--- config.mk ---
export PLATFORM = sky130hd
export DESIGN_NAME = kernel_stream_collector
export DESIGN_NICKNAME = d
export VERILOG_FILES = /design/src/rtl/kernel_stream_collector.sv
export SDC_FILE = /design/constraint.sdc
export NUM_CORES = 1
export LEC_CHECK = 0
export BUFFER_PORTS_ARGS = -buffer_cell sky130_fd_sc_hd__buf_4
export CAP_MARGIN = 20
export CORE_UTILIZATION = 35
export DETAILED_ROUTE_END_ITERATION = 16
export SLEW_MARGIN = 20
export SYNTH_ARGS = -nofsm -noshare
export SYNTH_HDL_FRONTEND = slang
export SYNTH_SLANG_ARGS = --single-unit
--- constraint.sdc ---
create_clock -name clk -period 6.6 [get_ports clk]
set_input_delay 0.33 -clock clk [delete_from_list [all_inputs] [get_ports clk]]
set_output_delay 0.33 -clock clk [all_outputs]
set_load 0.1 [all_outputs]
--- src/rtl/kernel_stream_collector.sv ---
// Leaf-stream sink: FIFO-buffers kernel words (1-cycle push-to-dout), up_ready drops SKID slots early, downstream valid/ready drain.
// Optional COLLECTOR_CHECKSUM_EN adds a running modulo-2^STREAMW sum of accepted words on checksum.
module kernel_stream_collector #(
    parameter int STREAMW = 32,
    parameter int DEPTH   = 16,
    parameter int SKID    = 2,
    parameter int CNTW    = 32
) (
    input  logic               clk,
    input  logic               rst,
    input  logic               start,
    input  logic [CNTW-1:0]    nwords,
    input  logic               ivalid,
    input  logic [STREAMW-1:0] in_data,
    output logic               up_ready,
    output logic [STREAMW-1:0] dout,
    output logic               dvalid,
    input  logic               dready,
    output logic [CNTW-1:0]    words_rcvd,
    output logic               done,
`ifdef COLLECTOR_CHECKSUM_EN
    output logic [STREAMW-1:0] checksum,
`endif
    output logic               overflow
);

    localparam int AW = $clog2(DEPTH);
    localparam logic [AW:0] FULL_CNT = (AW+1)'(DEPTH);
    localparam logic [AW:0] HI_WATER = (AW+1)'(DEPTH - SKID);

    typedef enum logic [1:0] {S_IDLE, S_RUN, S_FLUSH, S_DONE} state_t;

    state_t              state_q, state_d;
    logic [CNTW-1:0]     nwords_q, words_rcvd_q;
    logic [AW:0]         count_q;
    logic [AW-1:0]       wr_ptr_q, rd_ptr_q;
    logic [STREAMW-1:0]  mem_q [DEPTH];
    logic                up_ready_q, overflow_q;
    logic                start_ok, want_word, push, drop, pop;
`ifdef COLLECTOR_CHECKSUM_EN
    logic [STREAMW-1:0]  checksum_q;
`endif

    assign start_ok  = start && ((state_q == S_IDLE) || (state_q == S_DONE));
    assign want_word = ivalid && (state_q == S_RUN) && (words_rcvd_q < nwords_q);
    // Full is judged on the registered count, so a same-cycle pop never rescues a push.
    assign push      = want_word && (count_q != FULL_CNT);
    assign drop      = want_word && (count_q == FULL_CNT);
    assign pop       = dvalid && dready;

    always_ff @(posedge clk) begin
        if (rst) state_q <= S_IDLE;
        else     state_q <= state_d;
    end

    always_comb begin
        state_d = state_q;
        case (state_q)
            S_IDLE, S_DONE: if (start_ok) state_d = (nwords == '0) ? S_FLUSH : S_RUN;
            S_RUN:          if (words_rcvd_q == nwords_q) state_d = S_FLUSH;
            S_FLUSH:        if (count_q == '0) state_d = S_DONE;
            default:        state_d = S_IDLE;
        endcase
    end

    always_comb begin
        dvalid = (count_q != '0);
        done   = (state_q == S_DONE);
        dout   = dvalid ? mem_q[rd_ptr_q] : '0;
    end

    always_ff @(posedge clk) begin
        if (rst) begin
            nwords_q     <= '0;
            words_rcvd_q <= '0;
            count_q      <= '0;
            wr_ptr_q     <= '0;
            rd_ptr_q     <= '0;
            up_ready_q   <= 1'b0;
            overflow_q   <= 1'b0;
        end else begin
            if (start_ok) begin
                nwords_q     <= nwords;
                words_rcvd_q <= '0;
                overflow_q   <= 1'b0;
            end else begin
                if (push) words_rcvd_q <= words_rcvd_q + CNTW'(1);
                if (drop) overflow_q   <= 1'b1;
            end
            if (push) wr_ptr_q <= wr_ptr_q + AW'(1);
            if (pop)  rd_ptr_q <= rd_ptr_q + AW'(1);
            case ({push, pop})
                2'b10:   count_q <= count_q + (AW+1)'(1);
                2'b01:   count_q <= count_q - (AW+1)'(1);
                default: count_q <= count_q;
            endcase
            up_ready_q <= (state_q == S_RUN) && (count_q < HI_WATER) && (words_rcvd_q < nwords_q);
        end
    end

    always_ff @(posedge clk) begin
        if (push) mem_q[wr_ptr_q] <= in_data;
    end

`ifdef COLLECTOR_CHECKSUM_EN
    always_ff @(posedge clk) begin
        if (rst)           checksum_q <= '0;
        else if (start_ok) checksum_q <= '0;
        else if (push)     checksum_q <= checksum_q + in_data;
    end
    assign checksum = checksum_q;
`endif

    assign up_ready   = up_ready_q;
    assign words_rcvd = words_rcvd_q;
    assign overflow   = overflow_q;

endmodule

==> metrics.md <==
| Metric | Value |
|---|---|
| Status | `completed` |
| WL/cell | `22.77 µm` |
| Met3 Use GR | `0.04157` |
| Pleak | `9.291 nW` |
| I/O Pins | `137` |
| Worst-path clk slew | `0.06 ns` |
| CTS tree | `built` |
| Top cells by area, synth | `edfxtp_1 63%, mux4_2 15%, dfxtp_1 7.0%` |
| Vias in the first global route | `13.83k` |
| Cell Area, Synth | `24310 µm²` |
| Core Area | `68710 µm²` |
| Area growth syn-to-layout | `18.05%` |
| 1st-iter DRT viols | `1223` |
| Hpwl dp | `31560 µm` |
| Final Core Density | `0.4178` |
| Most frequent cells after synthesis | `512 x edfxtp_1, 160 x mux4_2, 85 x dfxtp_1` |
| Register area | `17090 µm²` |
| FFs w/ async S/R, synth | `0` |
| PwrDens | `361.2 nW/µm²` |
| Critical path class | `flip-flop to flip-flop` |
| Number of remaining DRC errors | `0` |
| Routed WL | `57250 µm` |
| Via count | `13.31k` |
| Total grt overflow | `0` |
| Fill cell count | `6142` |
| Vias per cell | `5.292` |
| Row count | `96` |
| Clk Tree Root Cell | `clkbuf_16` |
| Largest area contributor in the netlist | `edfxtp_1` |
| Max Slew Vio Count | `0` |
| Largest net degree at the start of global routing | `60` |
| Met1 GRT Util | `0.2174` |
| Max_cap viols | `0` |
| Share of cells above drive strength 1 | `0.2811` |
| Latest clock arrival within the worst-skew pair | `0.60 ns` |
| Setup crit start kind | `flip-flop` |
| Detail Route Antenna Nets | `0` |
| Average size of a mapped cell | `17.96 µm²` |
| H-tree Lvls | `3` |
| Clk buf depth | `3` |
| Postcts setup bufs | `0` |
| Setup crit end kind | `flip-flop` |
| Mapped Cells | `1354` |
| Met2 Use GR | `0.2719` |
| Clk sink count | `597` |
| WP data required | `7.11 ns` |
| Worst-path cell chain | `ha_1 -> nand4_1 -> nor3_1 -> a21boi_1 -> o41a_4 -> nor2_1 -> inv_1 -> ha_1 -> xor2_1 -> ha_1 -> o21a_1 -> o22a_1 -> a21oi_1 -> xor2_1 -> or3_1 -> a21oi_1` |
| Starting density of the core | `0.3539` |
| Most frequent cell after synthesis | `edfxtp_1` |
| Gr busiest metal | `met2` |
| Final setup violation count | `0` |
| TritonRoute pass-1 iters | `8` |
| Relative max-transition margin | `0.4123` |
| Crit-path max FO | `59` |
| Post-Layout Cell Count | `2514` |
| Final Skew | `0.03678 ns` |
| Synth cell types | `54` |
| Unrepaired setup endpoints after global routing | `false` |
| Routability Congestion | `0.8067` |
| First-pass GRT wire length | `86130 µm` |
| Clock period minus worst slack | `4.695 ns` |
| Post-CTS resize count | `0` |
| Number of enable flip-flop cells after synthesis | `512` |
| Num CTS Buffers | `66` |
| Die Area | `70520 µm²` |
| CP max stage delay | `0.73 ns` |
| Worst slew pin tran | `0.8815 ns` |
| Final setup TNS | `0 ns` |
| Synth top area share | `0.6324` |
| ANT cells | `0` |
| Sequential share of the synthesized area | `0.7023` |
| Hold Path Class | `input port to flip-flop` |
| Overall die width | `265.6 µm` |
| Seq cells post-synth | `597` |
| Maximum clock rate | `213.0 MHz` |
| Die extent in y | `265.6 µm` |
| Synth warnings | `0` |
| Input/output buffers | `136` |
| Placed cells | `2375` |
| Post-Syn Nets | `1468` |
| # nets final | `1652` |
| Fin crit share | `0.7113` |
| Final Hold Vio Count | `0` |
| Multi-input gate area | `6782 µm²` |
| Initial antenna violation count | `1` |
| Peak supply drop | `0.2794 mV` |
| Top_reg_cell synth | `edfxtp_1` |
| Cell mode on critical path | `ha_1` |
| All-Layer GR Usage | `0.1643` |
| Worst path arrival time | `5.20 ns` |
| Slowest CP cell | `o41a_4` |
[power breakdown]
part	internal [mW]	switching (mW)
sequential	4.20	0.113
combinational	0.862	1.78
clock	1.95	1.46
[metrics by stage]
stage	cell area, µm²	hold slack, ns	setup WS, ns	power [mW]
floorplan	24310	0.4289	1.279	6.395
global placement	26450	0.4465	2.222	7.036
detailed placement	26450	0.4501	2.038	7.062
CTS	28700	0.0004528	2.004	10.50
global route	28700	0.01129	1.575	10.77
finish	28700	0.03202	1.905	10.37
[cells in the final DEF, fill, tap and decap left out, drive strengths merged, types with 11 or more instances in the layout]
cell type,n
mux4,160
nand3,27
o31ai,23
inv,46
nor3,11
nor2,20
ha,45
nor4,11
a21oi,76
clkinv,27
and3,20
nand2,79
nand4,24
and2,37
dfxtp,85
or4,23
edfxtp,512
buf,165
clkbuf,82
dlygate4sd3,26
[layer usage]
layer  routed length (µm)  up-vias
li1                     -     5842
met1                24260     6946
met2                28100      439
met3                 3944       76
met4                  933        2
met5                   13        -
[critical path, delay by kind of cell, from the launching register on]
| family | cells | cell delay, ns |
|---|---|---|
| AOI/OAI and AO/OA | 6 | 1.59 |
| xor gates and xnor gates | 2 | 0.31 |
| adders and majority gates | 3 | 0.89 |
| buffers and inverters | 1 | 0.15 |
| DFF | 1 | 0.45 |
| and+or+nand+nor | 4 | 1.21 |
[cell type report]
type | instances | area share
Timing Repair Buffer | 191 | 0.05266
Sequential cell | 597 | 0.5953
Clock buffer | 82 | 0.06186
Tap cell | 931 | 0.04058
Multi-Input combinational cell | 638 | 0.2363
Clock inverter | 31 | 0.007585
Inverter | 44 | 0.005754
[sequential cells by signal, summed over array words and instances (netlist names), named ones only]
| signal | count |
|---|---|
| up_ready | 1 |
| count_q | 5 |
| rd_ptr_q | 4 |
| nwords_q | 32 |
| wr_ptr_q | 4 |
| mem_q | 512 |
| overflow | 1 |
| state_q | 2 |
| words_rcvd | 32 |
[what timing repair did]
item | in CTS | in global routing
hold buffers | 26 | 0
endpoints found under the hold margin | 41 | 0
setup endpoints to repair | 0 | 0
[logic make-up after synthesis]
family,synth area share
compound gates,0.03782
xor+xnor,0.002882
fa+ha+maj,0.02316
buf+inv,0.02033
flops,0.7023
mux,0.1524
simple gates,0.06108
[final timing paths]
| path | startpoint | end | slack [ns] | cells after the start |
|---|---|---|---|---|
| max | words_rcvd[14] | count_q[4] | 1.91 | 16 |
| min | in_data[7] | mem_q[2][7] | 0.03 | 1 |
| max reg2reg | words_rcvd[14] | count_q[4] | 1.91 | 16 |
| min reg2reg | nwords_q[26] | nwords_q[26] | 0.46 | 2 |
(Power assumes the default switching activity.)
